--- config.mk ---
export PLATFORM = sky130hd
export DESIGN_NAME = ray_sphere_axil_slave
export DESIGN_NICKNAME = d
export VERILOG_FILES = /design/src/rtl/ray_sphere_axil_slave.sv
export SDC_FILE = /design/constraint.sdc
export NUM_CORES = 1
export LEC_CHECK = 0
export ABC_AREA = 1
export CAP_MARGIN = 5
export CORE_MARGIN = 1.5
export CORE_UTILIZATION = 53
export CTS_CLUSTER_DIAMETER = 30
export CTS_CLUSTER_SIZE = 16
export DETAILED_ROUTE_END_ITERATION = 7
export PLACE_DENSITY = 0.95
export SYNTH_ARGS = -nofsm -noshare
export SYNTH_HDL_FRONTEND = slang
export SYNTH_SLANG_ARGS = --single-unit
export TNS_END_PERCENT = 100
--- constraint.sdc ---
create_clock -name ACLK -period 3.6 [get_ports ACLK]
set_input_delay 0.54 -clock ACLK [delete_from_list [all_inputs] [get_ports ACLK]]
set_output_delay 0.54 -clock ACLK [all_outputs]
set_load 0.1 [all_outputs]
--- src/rtl/ray_sphere_axil_slave.sv ---
// AXI4-Lite register front end for the ray-sphere intersection core.
// Optional AXIL_WSTRB_EN: honour wstrb byte lanes on register and CTRL writes.
`timescale 1ns/1ps
module ray_sphere_axil_slave #(
    parameter int unsigned C_ADDR_WIDTH = 5,
    parameter int unsigned C_DATA_WIDTH = 32
) (
    input  logic                      ACLK,
    input  logic                      ARESETn,
    input  logic [C_ADDR_WIDTH-1:0]   s_axi_awaddr,
    input  logic                      s_axi_awvalid,
    output logic                      s_axi_awready,
    input  logic [C_DATA_WIDTH-1:0]   s_axi_wdata,
    input  logic [C_DATA_WIDTH/8-1:0] s_axi_wstrb,
    input  logic                      s_axi_wvalid,
    output logic                      s_axi_wready,
    output logic [1:0]                s_axi_bresp,
    output logic                      s_axi_bvalid,
    input  logic                      s_axi_bready,
    input  logic [C_ADDR_WIDTH-1:0]   s_axi_araddr,
    input  logic                      s_axi_arvalid,
    output logic                      s_axi_arready,
    output logic [C_DATA_WIDTH-1:0]   s_axi_rdata,
    output logic [1:0]                s_axi_rresp,
    output logic                      s_axi_rvalid,
    input  logic                      s_axi_rready,
    output logic                      core_valid,
    input  logic                      core_ready,
    input  logic                      core_done,
    input  logic                      core_hit,
    output logic [15:0]               op_sx,
    output logic [15:0]               op_sy,
    output logic [15:0]               op_sz,
    output logic [15:0]               op_r,
    output logic [15:0]               op_px,
    output logic [15:0]               op_py,
    output logic [15:0]               op_pz,
    output logic [15:0]               op_dx,
    output logic [15:0]               op_dy,
    output logic [15:0]               op_dz
);

    localparam int unsigned DW   = C_DATA_WIDTH;
    localparam int unsigned NB   = DW / 8;
    localparam int unsigned NREG = 5;
    localparam int unsigned IDXW = 3;
    localparam logic [1:0] RESP_OKAY   = 2'b00;
    localparam logic [1:0] RESP_SLVERR = 2'b10;
    localparam logic [IDXW-1:0] IDX_HIT  = 3'd5;
    localparam logic [IDXW-1:0] IDX_CTRL = 3'd6;

    typedef enum logic {W_IDLE, W_RESP} w_state_e;
    typedef enum logic {R_IDLE, R_DATA} r_state_e;
    typedef enum logic [1:0] {C_IDLE, C_LAUNCH, C_BUSY} c_state_e;

    w_state_e        w_state_q, w_state_d;
    r_state_e        r_state_q, r_state_d;
    c_state_e        core_state_q, core_state_d;
    logic            awready_q, awready_d, wready_q, wready_d, arready_q, arready_d;
    logic            aw_held_q, aw_held_d, w_held_q, w_held_d;
    logic [IDXW-1:0] awidx_q, awidx_d;
    logic [DW-1:0]   wdata_q, wdata_d;
    logic [NB-1:0]   wstrb_q, wstrb_d;
    logic            bvalid_q, bvalid_d, rvalid_q, rvalid_d;
    logic [1:0]      bresp_q, bresp_d;
    logic [DW-1:0]   rdata_q, rdata_d;
    logic            core_valid_q, core_valid_d, hit_q, hit_d;
    logic [DW-1:0]   regs_q [NREG];
    logic [DW-1:0]   regs_d [NREG];

    logic            aw_fire, w_fire, ar_fire, core_idle, launch_c, wr_launch;
    logic [IDXW-1:0] wr_idx, rd_idx;
    logic [DW-1:0]   wr_data, wr_mask, rd_word;
    logic [NB-1:0]   wr_strb;
    logic            unused_bits;

    assign core_idle = (core_state_q == C_IDLE);

    always_ff @(posedge ACLK or negedge ARESETn) begin
        if (!ARESETn) begin
            w_state_q    <= W_IDLE;
            r_state_q    <= R_IDLE;
            core_state_q <= C_IDLE;
            awready_q    <= 1'b0;
            wready_q     <= 1'b0;
            arready_q    <= 1'b0;
            aw_held_q    <= 1'b0;
            w_held_q     <= 1'b0;
            awidx_q      <= '0;
            wdata_q      <= '0;
            wstrb_q      <= '0;
            bvalid_q     <= 1'b0;
            bresp_q      <= RESP_OKAY;
            rvalid_q     <= 1'b0;
            rdata_q      <= '0;
            core_valid_q <= 1'b0;
            hit_q        <= 1'b0;
            for (int unsigned i = 0; i < NREG; i++) regs_q[i] <= '0;
        end else begin
            w_state_q    <= w_state_d;
            r_state_q    <= r_state_d;
            core_state_q <= core_state_d;
            awready_q    <= awready_d;
            wready_q     <= wready_d;
            arready_q    <= arready_d;
            aw_held_q    <= aw_held_d;
            w_held_q     <= w_held_d;
            awidx_q      <= awidx_d;
            wdata_q      <= wdata_d;
            wstrb_q      <= wstrb_d;
            bvalid_q     <= bvalid_d;
            bresp_q      <= bresp_d;
            rvalid_q     <= rvalid_d;
            rdata_q      <= rdata_d;
            core_valid_q <= core_valid_d;
            hit_q        <= hit_d;
            for (int unsigned i = 0; i < NREG; i++) regs_q[i] <= regs_d[i];
        end
    end

    // Write channel: AW and W are held independently, the write commits once both are present.
    always_comb begin
        w_state_d = w_state_q;
        awready_d = awready_q;
        wready_d  = wready_q;
        aw_held_d = aw_held_q;
        w_held_d  = w_held_q;
        awidx_d   = awidx_q;
        wdata_d   = wdata_q;
        wstrb_d   = wstrb_q;
        bvalid_d  = bvalid_q;
        bresp_d   = bresp_q;
        launch_c  = 1'b0;
        for (int unsigned i = 0; i < NREG; i++) regs_d[i] = regs_q[i];

        aw_fire = s_axi_awvalid & awready_q;
        w_fire  = s_axi_wvalid & wready_q;
        wr_idx  = aw_held_q ? awidx_q : s_axi_awaddr[4:2];
        wr_data = w_held_q ? wdata_q : s_axi_wdata;
        wr_strb = w_held_q ? wstrb_q : s_axi_wstrb;
`ifdef AXIL_WSTRB_EN
        for (int unsigned b = 0; b < NB; b++) wr_mask[8*b +: 8] = {8{wr_strb[b]}};
        wr_launch = (wr_data[1:0] != 2'b00) && wr_strb[0];
`else
        wr_mask   = '1;
        wr_launch = (wr_data[1:0] != 2'b00);
`endif

        unique case (w_state_q)
            W_IDLE: begin
                if ((aw_held_q || aw_fire) && (w_held_q || w_fire)) begin
                    w_state_d = W_RESP;
                    awready_d = 1'b0;
                    wready_d  = 1'b0;
                    aw_held_d = 1'b0;
                    w_held_d  = 1'b0;
                    bvalid_d  = 1'b1;
                    bresp_d   = RESP_OKAY;
                    if (wr_idx <= IDXW'(NREG - 1)) begin
                        if (!core_idle) begin
                            bresp_d = RESP_SLVERR;
                        end else begin
                            for (int unsigned i = 0; i < NREG; i++) begin
                                if (wr_idx == IDXW'(i))
                                    regs_d[i] = (regs_q[i] & ~wr_mask) | (wr_data & wr_mask);
                            end
                        end
                    end else if (wr_idx == IDX_CTRL && wr_launch) begin
                        if (!core_idle) bresp_d = RESP_SLVERR;
                        else            launch_c = 1'b1;
                    end
                end else begin
                    if (aw_fire) begin
                        aw_held_d = 1'b1;
                        awidx_d   = s_axi_awaddr[4:2];
                    end
                    if (w_fire) begin
                        w_held_d = 1'b1;
                        wdata_d  = s_axi_wdata;
                        wstrb_d  = s_axi_wstrb;
                    end
                    awready_d = !(aw_held_q || aw_fire);
                    wready_d  = !(w_held_q || w_fire);
                end
            end
            W_RESP: begin
                if (s_axi_bready) begin
                    w_state_d = W_IDLE;
                    bvalid_d  = 1'b0;
                    awready_d = 1'b1;
                    wready_d  = 1'b1;
                end
            end
            default: w_state_d = W_IDLE;
        endcase
    end

    // Core handshake sequencer; HIT is cleared on launch and loaded on done.
    always_comb begin
        core_state_d = core_state_q;
        hit_d        = hit_q;
        unique case (core_state_q)
            C_IDLE: begin
                if (launch_c) begin
                    core_state_d = C_LAUNCH;
                    hit_d        = 1'b0;
                end
            end
            C_LAUNCH: if (core_ready) core_state_d = C_BUSY;
            C_BUSY: begin
                if (core_done) begin
                    core_state_d = C_IDLE;
                    hit_d        = core_hit;
                end
            end
            default: core_state_d = C_IDLE;
        endcase
        core_valid_d = (core_state_d == C_LAUNCH);
    end

    // Read mux sees pre-edge state so a coincident status change is not visible.
    always_comb begin
        rd_idx  = s_axi_araddr[4:2];
        rd_word = '0;
        for (int unsigned i = 0; i < NREG; i++) begin
            if (rd_idx == IDXW'(i)) rd_word = regs_q[i];
        end
        if (rd_idx == IDX_HIT)  rd_word = DW'(hit_q);
        if (rd_idx == IDX_CTRL) rd_word = DW'(core_idle);
    end

    always_comb begin
        r_state_d = r_state_q;
        arready_d = arready_q;
        rvalid_d  = rvalid_q;
        rdata_d   = rdata_q;
        ar_fire   = s_axi_arvalid & arready_q;
        unique case (r_state_q)
            R_IDLE: begin
                arready_d = 1'b1;
                if (ar_fire) begin
                    r_state_d = R_DATA;
                    arready_d = 1'b0;
                    rvalid_d  = 1'b1;
                    rdata_d   = rd_word;
                end
            end
            R_DATA: begin
                if (s_axi_rready) begin
                    r_state_d = R_IDLE;
                    arready_d = 1'b1;
                    rvalid_d  = 1'b0;
                end
            end
            default: r_state_d = R_IDLE;
        endcase
    end

`ifdef AXIL_WSTRB_EN
    assign unused_bits = ^{s_axi_awaddr[1:0], s_axi_araddr[1:0]};
`else
    assign unused_bits = ^{s_axi_awaddr[1:0], s_axi_araddr[1:0], wr_strb};
`endif

    assign s_axi_awready = awready_q;
    assign s_axi_wready  = wready_q;
    assign s_axi_bvalid  = bvalid_q;
    assign s_axi_bresp   = bresp_q;
    assign s_axi_arready = arready_q;
    assign s_axi_rvalid  = rvalid_q;
    assign s_axi_rdata   = rdata_q;
    assign s_axi_rresp   = RESP_OKAY;
    assign core_valid    = core_valid_q;

    assign op_sx = regs_q[0][31:16];
    assign op_sy = regs_q[0][15:0];
    assign op_sz = regs_q[1][31:16];
    assign op_r  = regs_q[1][15:0];
    assign op_px = regs_q[2][31:16];
    assign op_py = regs_q[2][15:0];
    assign op_pz = regs_q[3][31:16];
    assign op_dx = regs_q[3][15:0];
    assign op_dy = regs_q[4][31:16];
    assign op_dz = regs_q[4][15:0];

endmodule

[Word-level counts from Yosys, hierarchy flattened]
Cells that the tools add are included.
Storage, ports and cells
  logic and storage cells: 123
  RAM bits: 0
  memories: 0
  bits in latches: 0
  register bits: 242
  memory bits (read-only): 0
  bits of input ports: 56
Operators by class
  reductions and logical operators: 27
  add/sub/neg operators: 0
  order comparisons: 1
  bitwise gates (word level): 6
  $mul: 0
  equality and inequality tests: 20
  mux-type cells: 48
  divide/modulo/power cells: 0
  shift operators: 0
Operator list (count)
  $mux W32: 8
  $reduce_and A5 Y1: 5
  $mux W1: 24
  $pmux W1 S2: 8
  $eq A3 B3 Y1 const B: 5
  $eq A3 B2 Y1 const B: 4
  $mux W2: 6
  $reduce_and A2 Y1: 6
  $ne A2 B2 Y1 const B: 5
  $reduce_and A3 Y1: 3
  $reduce_bool A2 Y1: 4
  $eq A3 B1 Y1 const B: 2
  $logic_not A3 Y1: 2
  $pmux W2 S3: 1
  $eq A2 B1 Y1 const B: 2
  $and A1 B1 Y1: 3
  $le A3 B3 Y1 const B: 1
  $mux W3: 1
  $not A1 Y1: 3
  $eq A2 B2 Y1 const B: 1
  $logic_and A1 B1 Y1: 2
  $logic_not A1 Y1: 2
  $logic_not A2 Y1: 1
  $logic_or A1 B1 Y1: 2
  $ne A2 B1 Y1 const B: 1

[Logic depth before layout (Yosys ltp)]
Gate-level depths: netlist of run 1.
  word-level depth: 10
  depth in mapped cells: 9
  mapped depth without buffers: 8

[Least setup slack after synthesis of run 1]
No wires, ideal clock.
  path kind: register to register
  from: register awready_q, in the netlist s_axi_awready
  to: register regs_q, in the netlist op_px[0]
  data arrival time: 2045 ps
  path slack: 1430 ps
  cell stages (with the launch flop): 9
  buffers on the path: 1
  setup time: 125 ps
  required time: 3475 ps
  path through: dfrtp_1 > nand2_1 > nand2_2 > nand3_4 > nor2_8 > nand3_4 > buf_2 > nand2_1 > o21ai_1
On the way
  word-level cells in the longest chain between the ends: 4
RTL lines
  start, declared: RTL line 59  | logic awready_q, awready_d, wready_q, wready_d, arready_q, arready_d;
  start signal, assigned: RTL line 103  | awready_q <= awready_d;
  $and A1 B1 Y1: RTL line 136  | aw_fire = s_axi_awvalid & awready_q;
  $logic_or A1 B1 Y1: RTL line 151  | if ((aw_held_q || aw_fire) && (w_held_q || w_fire)) begin
  $logic_and A1 B1 Y1: RTL line 151
  $reduce_and A5 Y1 (no source line)
  end, declared: RTL line 68  | logic [DW-1:0] regs_q [NREG];
No other way between the ends.
A chain may end at the register's enable or synchronous reset.

[Worst setup path in the final report of run 1]
  from: register regs_q, in the netlist op_dy[15]
  to: output op_dy[15]
RTL lines
  end, declared: RTL line 39  | output logic [15:0] op_dy,
No word-level cell between the ends.

==> results.ini, run 1 <==
[logic_synthesis]
yosysTopAreaCell = dfrtp_1
yosysMostFrequentCell = nand2_1
synth_edf_count = 0
synth_flop_cell = dfrtp_1
async_flop_share = 1.000
synth_top_area_share = 0.5510
yosysSeqAreaShare = 0.5510
ys_top_cells_by_area = dfrtp_1, nand2_1, o21ai_1
synth_area_sq_um = 10950
yosysWarnings = 0
synth_cell_types = 27
synthCells = 1353
avgSynthCellArea_sq_um = 8.090
synth_common_cells = nand2_1, dfrtp_1, o21ai_1
synth-seq-cells = 241

[layout]
nets = 1644
drive_gt1_frac = 0.07394
areaGrowthSynthToFinish_pct = 39.03

[clocking]
ctsResizeCount = 0
cts_tree = yes
cts_root_buffer = clkbuf_16
cts_setup_buffers = 0
numCtsBuffers = 44
clkSinkCount = 241
htreeDepth = 2
hold_buffers = 0
clk_latency_ps = 530
clk_pin_slew_ps = 50
clk_path_buf_depth = 3

[die]
rows = 52
die_x_um = 146.7
die_h_um = 146.7
start_util = 0.5409
io_pins = 258
fp.dieArea_sq_um = 21520
fp.coreArea_sq_um = 20230

[placement]
hpwl_um = 22310
portBuffers = 246
place_ws_ps = 831.6
routabilityCongestion = 0.9011

[timing]
slew_headroom = 0.2887
max_freq_ghz = 0.3758
setup_ws_ps = 938.7
finalHoldViolations = 0
slew_violations = 0
period_minus_slack_ps = 2661
setup_tns_ps = 0
setup_viol = 0
rsz0062_at_grt = no
tightest_slew_ps = 1064
clock_skew_ps = 23.45
finalCritPeriodShare = 0.7392

[routing]
wl_um = 34880
wl_per_cell_um = 18.41
viasPerCell = 5.596
route.detailed.drc = 0
drt-initial-drc-count = 905
ant_nets = 0
dr_total_vias = 10610
drtPass1Iterations = 6

[grt]
overflow = 0
grt_pass1_wl_um = 55780
grt_pass1_vias = 10580
track_usage = 0.3291
grt_start_max_net_pins = 118
antenna_found_initial = 3

[critical_path]
cp.required_ps = 3060
worstPathMaxFanout = 3
critical_path.max_stage_delay_ps = 1160
crit_slowest_cell = clkdlybuf4s50_1
crit_path_end_kind = output pin
crit_path_cell_trace = clkdlybuf4s50_1
crit_buf_inv = 1
crit_path_start_kind = register
cp.arrival_ps = 2120
crit_type = register to output pin
crit_family = buffers and inverters

[run]
drv_cap = 0

[run_status]
status = finished clean

[hold_path]
hp-class = primary input to async pin

==> registers in the layout, indices dropped and copies added, names as in the netlist, 2 cells and up <==
register,count
op_sy,16
core_state_q,2
op_sz,16
op_dz,16
op_sx,16
op_r,16
op_dx,16
op_pz,16
s_axi_rdata,32
op_dy,16
op_px,16
op_py,16
wdata_q,32
awidx_q,3
==> final cells by class <==
cell class / instances / area, sq um
Sequential cell: 241 / 6032
Fill cell: 1305 / 5017
Multi-Input combinational cell: 890 / 4025
Timing Repair Buffer: 262 / 2625
Clock buffer: 54 / 1241
Inverter: 149 / 559.3
Clock inverter: 27 / 391.6
Tap cell: 270 / 337.8
Antenna cell: 2 / 5.005
==> placed cells by master, fill, tap and decap left out, drive strengths merged <==
cell type	n
nand4	3
diode	2
nand3	81
clkinv	8
o21a	31
a21oi	1
buf	17
clkbuf	54
dfrtp	241
nor2	82
nor3	2
o21ai	238
conb	3
bufinv	8
clkdlybuf4s50	245
clkinvlp	7
inv	153
or2	1
nand2	448
==> kinds of logic (layout without fill, tap and decap cells) <==
| logic type | Yosys count | in the layout | share of synthesized area |
|---|---|---|---|
| compound gates | 270 | 270 | 0.1319 |
| buf+inv | 224 | 492 | 0.08528 |
| flops | 241 | 241 | 0.5510 |
| other cells | 1 | 5 | 0.0003426 |
| simple gates | 617 | 617 | 0.2315 |
==> metal layers <==
| layer | global-route usage | share of wire | vias to the layer above | wire length [um] |
|---|---|---|---|---|
| li1 | - | - | 4766 | - |
| met5 | 0 | 0.00077 | - | 27 |
| met4 | 0.1788 | 0.050 | 4 | 1751 |
| met1 | 0.4066 | 0.37 | 4987 | 12910 |
| met2 | 0.5323 | 0.47 | 684 | 16430 |
| met3 | 0.08416 | 0.11 | 164 | 3765 |
==> stage by stage <==
stage	instances	instance area, sq um	hold WS [ps]	util
after floorplan	1355	10950	244.4	-
after global placement	1812	13580	462.6	0.6711
after detailed placement	1812	13580	465.3	0.6711
after CTS	1893	15210	126.9	0.7518
after global routing	1893	15210	161.4	0.7518
final	1895	15220	54.27	0.7520
==> final timing paths <==
path	startpoint	end	slack, ps	cells after the start
setup / recovery	op_dy[15]$_DFFE_PN0P_	op_dy[15]	940	1
hold / removal	ARESETn	op_px[12]$_DFFE_PN0P_	50	1
setup reg to reg	core_state_q[0]$_DFF_PN0_	op_sx[6]$_DFFE_PN0P_	1090	6
hold reg to reg	s_axi_rdata[4]$_DFFE_PN0P_	s_axi_rdata[4]$_DFFE_PN0P_	470	2
max in group asynchronous	ARESETn	op_sx[4]$_DFFE_PN0P_	2440	2
min in group ACLK	s_axi_rdata[4]$_DFFE_PN0P_	s_axi_rdata[4]$_DFFE_PN0P_	470	2
Power of run 1 is left out: the tool's default activity adds up to more than one toggle a clock period on the data nets, which glitch-free logic cannot reach.
==> run 2: changes to the inputs <==
- CORE_UTILIZATION: 53 -> 50
- PLACE_DENSITY: 0.95 -> 0.92
- clock period: 3.6 -> 2.8 ns (I/O delays scaled with it)
==> run 2 against run 1 <==
Net effect: non-clock buffer count is 11 higher; clock skew rose by 8.2 ps; via count is 0.12% lower; die area up 5.9%; worst setup slack lost 240 ps; cell count increased by 1.2%; final area is 1.3% lower; sequential cell count unchanged; sequential share of layout area up 0.51 points; hold slack improved by 410 ps; critical path depth is 7 higher.
==> results.ini, run 2 (same netlist as run 1, synthesis figures left out) <==
[routing]
wl_per_cell_um = 18.05  ; -1.9%
dr_total_vias = 10590  ; -0.12%
wl_um = 34600  ; -0.81%
drt-initial-drc-count = 1006  ; +11%
viasPerCell = 5.525  ; -1.3%
ant_nets = 0  ; unchanged
route.detailed.drc = 0  ; unchanged
drtPass1Iterations = 6  ; unchanged

[critical_path]
cp.arrival_ps = 2490  ; +370 ps
crit_path_end_kind = register
crit_path_start_kind = register
r2r_cells = 8  ; +2
worstSetupEndpoint = op_dx[3]$_DFFE_PN0P_
worstPathMaxFanout = 35  ; +32
r2r_start = aw_held_q$_DFFE_PN0P_
cp.required_ps = 3190  ; +130 ps
crit_type = register to register
crit_start = aw_held_q$_DFFE_PN0P_
r2r_setup_slack_ps = 700  ; -390 ps
r2r-end = op_dx[3]$_DFFE_PN0P_

[clocking]
numCtsBuffers = 47  ; +6.8%
cts_tree = yes
hold_buffers = 1  ; +1
htreeDepth = 2  ; unchanged
ctsResizeCount = 0  ; unchanged
clkSinkCount = 241  ; unchanged
clk_path_buf_depth = 3  ; unchanged
clk_latency_ps = 540  ; about the same
cts_setup_buffers = 0  ; unchanged
clk_pin_slew_ps = 50  ; about the same
cts_root_buffer = clkbuf_16

[layout]
areaGrowthSynthToFinish_pct = 37.27
final_cell_mix = nand2_1, dfrtp_1, buf_4, o21ai_1, inv_1
drive_gt1_frac = 0.2013  ; +0.1274
fillers = 1518  ; +16%
layout_commonest_cell = nand2_1
nets = 1658  ; +0.85%

[hold_path]
whs_path_depth = 3
hp-class = primary input to register

[grt]
overflow = 0  ; unchanged
grt_pass1_vias = 10330  ; -2.4%
grt_pass1_wl_um = 54300  ; -2.7%
grt_start_max_net_pins = 93  ; -21%
antenna_found_initial = 7  ; +4
track_usage = 0.3071  ; -0.02205

[timing]
rsz0062_at_grt = no
finalHoldViolations = 0  ; unchanged
slew_violations = 0  ; unchanged
setup_tns_ps = 0  ; unchanged
tightest_slew_ps = 786.4  ; -277.2 ps
max_freq_ghz = 0.4769
setup_viol = 0  ; unchanged
period_minus_slack_ps = 2097
finalCritPeriodShare = 0.7489
slew_headroom = 0.4757  ; +0.1871
clock_skew_ps = 31.68  ; +8.230 ps

[die]
die_h_um = 151.0  ; +2.9%
fp.dieArea_sq_um = 22790  ; +5.9%
rows = 53  ; +1.9%
die_x_um = 151.0  ; +2.9%
fp.coreArea_sq_um = 21220  ; +4.9%
io_pins = 258  ; unchanged
start_util = 0.5158  ; -0.02513

[placement]
hpwl_um = 22900  ; +2.6%
routabilityCongestion = 0.8714  ; -3.3%
portBuffers = 246  ; unchanged

[run]
drv_cap = 0  ; unchanged

[run_status]
status = finished clean

run 2: through the flow:
stage | setup slack, ps | util | hold WS [ps] | instance area [sq um] | instances
after floorplan | 629.9 | - | 124.4 | 10950 | 1355
after global placement | 410.1 | 0.6250 | 464.1 | 13260 | 1827
after detailed placement | 359.3 | 0.6250 | 467.3 | 13260 | 1827
after CTS | 698.0 | 0.7077 | 444.6 | 15020 | 1914
after global routing | 538.6 | 0.7078 | 473.5 | 15020 | 1915
final | 703.1 | 0.7080 | 464.2 | 15020 | 1917
run 2: area by class of cell:
class,count,area (sq um),area share
clock inverters,25,424.2,0.02823
inverters,149,559.3,0.03723
well taps,275,344.1,0.02290
diodes,3,7.507,0.0004997
repair buffers,273,2312,0.1539
clock buffers,61,1320,0.08786
flip-flops and latches,241,6032,0.4015
multi-input cells,890,4025,0.2679
run 2: critical path: stages (launching register included):
cell and delay, ps:
dfrtp_1 550, inv_2 90, nand2_2 110, nand3_4 120, nor2_8 210, nand3_4 390, buf_12 330, nand2_1 70
o21ai_1 90
run 2: how the worst min path moves through the flow:
stage	slack, ps	from	endpoint
2_1_floorplan	120	ARESETn	aw_held_q$_DFFE_PN0P_
3_3_place_gp	460	s_axi_rdata[10]$_DFFE_PN0P_	s_axi_rdata[10]$_DFFE_PN0P_
3_5_place_dp	470	s_axi_rdata[7]$_DFFE_PN0P_	s_axi_rdata[7]$_DFFE_PN0P_
4_1_cts	440	core_hit	hit_q$_DFFE_PN0P_
5_1_grt	470	s_axi_rready	s_axi_rvalid$_DFFE_PN0P_
6_report	460	core_hit	hit_q$_DFFE_PN0P_
run 2: routing by layer:
| metal | vias up | wire, um | track usage |
|---|---|---|---|
| met4 | 8 | 1698 | 0.1568 |
| met3 | 158 | 3513 | 0.07259 |
| li1 | 4793 | - | - |
| met5 | - | 56 | 0 |
| met2 | 695 | 16110 | 0.4970 |
| met1 | 4938 | 13220 | 0.3849 |
Power of run 2 is left out for the same reason.
==> run 3: changes to the inputs <==
- clock period: 2.8 -> 2 ns (I/O delays scaled with it)
==> run 3 against run 2 <==
Net effect: critical path depth is the same; clock skew is 12 ps lower; global-route usage rose by 0.25 points; count of clock-buffer cells in the layout shrank 3; final area grew 0.88%; highest routed layer unchanged; via count about the same; fmax up 17%; largest cell class unchanged.
==> results.ini, run 3 (same netlist as run 1, synthesis figures left out) <==
[run]
drv_cap = 0  ; unchanged

[die]
die_h_um = 151.0  ; unchanged
rows = 53  ; unchanged
fp.coreArea_sq_um = 21220  ; unchanged
start_util = 0.5158  ; unchanged
die_x_um = 151.0  ; unchanged
fp.dieArea_sq_um = 22790  ; unchanged
io_pins = 258  ; unchanged

[critical_path]
crit_slowest_cell = dfrtp_2
r2r_setup_slack_ps = 210  ; -490 ps
cp.required_ps = 2390  ; -800 ps
worstPathMaxFanout = 34  ; -2.9%
cp.arrival_ps = 2180  ; -310 ps
crit_path_start_kind = register
critical_path.max_stage_delay_ps = 520  ; -30 ps
r2r_start = w_held_q$_DFFE_PN0P_
crit_path_cell_trace = inv_1 > nand2_1 > nand3_4 > nor2_8 > nand3_4 > buf_12 > nand2_1 > o21ai_1
crit_type = register to register
crit_path_end_kind = register
crit_start = w_held_q$_DFFE_PN0P_
crit_family = simple AND/OR/NAND/NOR gates
crit_buf_inv = 2  ; unchanged

[clocking]
clk_pin_slew_ps = 50  ; about the same
clk_path_buf_depth = 3  ; unchanged
cts_tree = yes
hold_buffers = 1  ; unchanged
numCtsBuffers = 48  ; +2.1%
cts_setup_buffers = 0  ; unchanged
ctsResizeCount = 0  ; unchanged
cts_root_buffer = clkbuf_16
clk_latency_ps = 530  ; about the same
htreeDepth = 2  ; unchanged
clkSinkCount = 241  ; unchanged

[layout]
final_util = 0.7143  ; +0.006250
drive_gt1_frac = 0.2094  ; +0.008101
fillers = 1494  ; -1.6%
final_cell_mix = nand2_1, dfrtp_1, buf_4, o21ai_1, inv_1
layout.cells.non_filler = 1929  ; +0.63%
final_area_sq_um = 15160  ; +0.88%
nets = 1671  ; +0.78%
layout_commonest_cell = nand2_1
areaGrowthSynthToFinish_pct = 38.48

[grt]
track_usage = 0.3096  ; +0.002492
antenna_found_initial = 3  ; -4
grt_pass1_vias = 10440  ; +1.1%
grt_start_max_net_pins = 77  ; -17%
grt_pass1_wl_um = 54500  ; +0.38%
overflow = 0  ; unchanged

[timing]
setup_tns_ps = 0  ; unchanged
max_freq_ghz = 0.5581  ; +17%
period_minus_slack_ps = 1792  ; -305.1 ps
rsz0062_at_grt = no
setup_viol = 0  ; unchanged
slew_headroom = 0.6622  ; +0.1865
tightest_slew_ps = 501.4  ; -285.0 ps
finalHoldViolations = 0  ; unchanged
finalCritPeriodShare = 0.8959  ; +0.1470
clock_skew_ps = 19.73  ; -11.95 ps
slew_violations = 0  ; unchanged

[routing]
route.detailed.drc = 0  ; unchanged
ant_nets = 0  ; unchanged
drt-initial-drc-count = 954  ; -5.2%
drtPass1Iterations = 6  ; unchanged
wl_um = 34430  ; -0.49%
dr_total_vias = 10590  ; -0.0094%
wl_per_cell_um = 17.85  ; -1.1%
viasPerCell = 5.490  ; -0.63%

[placement]
place_area_sq_um = 13440  ; +1.4%
placed_cells = 1839  ; +0.66%
routabilityCongestion = 0.8715  ; about the same
portBuffers = 246  ; unchanged
hpwl_um = 22720  ; -0.77%

[hold_path]
hp-class = primary input to async pin

[run_status]
status = finished clean

==> run 3: per-layer routing <==
layer  wire, um  vias to the layer above  track usage
li1           -                     4816            -
met3       3525                      167      0.07229
met5         31                        -            0
met4       1831                        4       0.1607
met1      12770                     5004       0.3835
met2      16280                      600       0.5059
==> run 3: path summary, 6_finish.rpt <==
kind,cells after the start,endpoint
worst max-delay path,8,op_py[6]$_DFFE_PN0P_
worst min-delay path,2,op_dy[8]$_DFFE_PN0P_
worst max register to register,8,op_py[6]$_DFFE_PN0P_
worst min register to register,2,s_axi_rdata[23]$_DFFE_PN0P_
max in group asynchronous,3,op_dy[4]$_DFFE_PN0P_
min in group ACLK,3,hit_q$_DFFE_PN0P_
==> run 3: cell type report <==
cell class              instances  area [sq um]  area share
flip-flops and latches        241          6035      0.3981
repair buffers                285          2490      0.1643
clock buffers                  58          1300     0.08577
well taps                     275         344.1     0.02270
inverters                     149         559.3     0.03690
multi-input cells             890          4025      0.2656
clock inverters                29         399.1     0.02633
diodes                          2         5.005   0.0003302
==> run 3: worst reg2reg max path, stage by stage, from the launching register on <==
cell and delay [ps]:
dfrtp_2 520, inv_1 100, nand2_1 140, nand3_4 130
nor2_8 220, nand3_4 140, buf_12 200, nand2_1 120
o21ai_1 100
==> run 3: stage by stage <==
stage | worst slack [ps] | hold WS (ps)
floorplan | 138.1 | 4.409
global placement | 19.23 | 198.2
detailed placement | -36.95 | 202.8
CTS | 200.2 | 246.4
global route | 71.87 | 264.2
finish | 208.2 | 252.8
Power of run 3 is left out for the same reason.
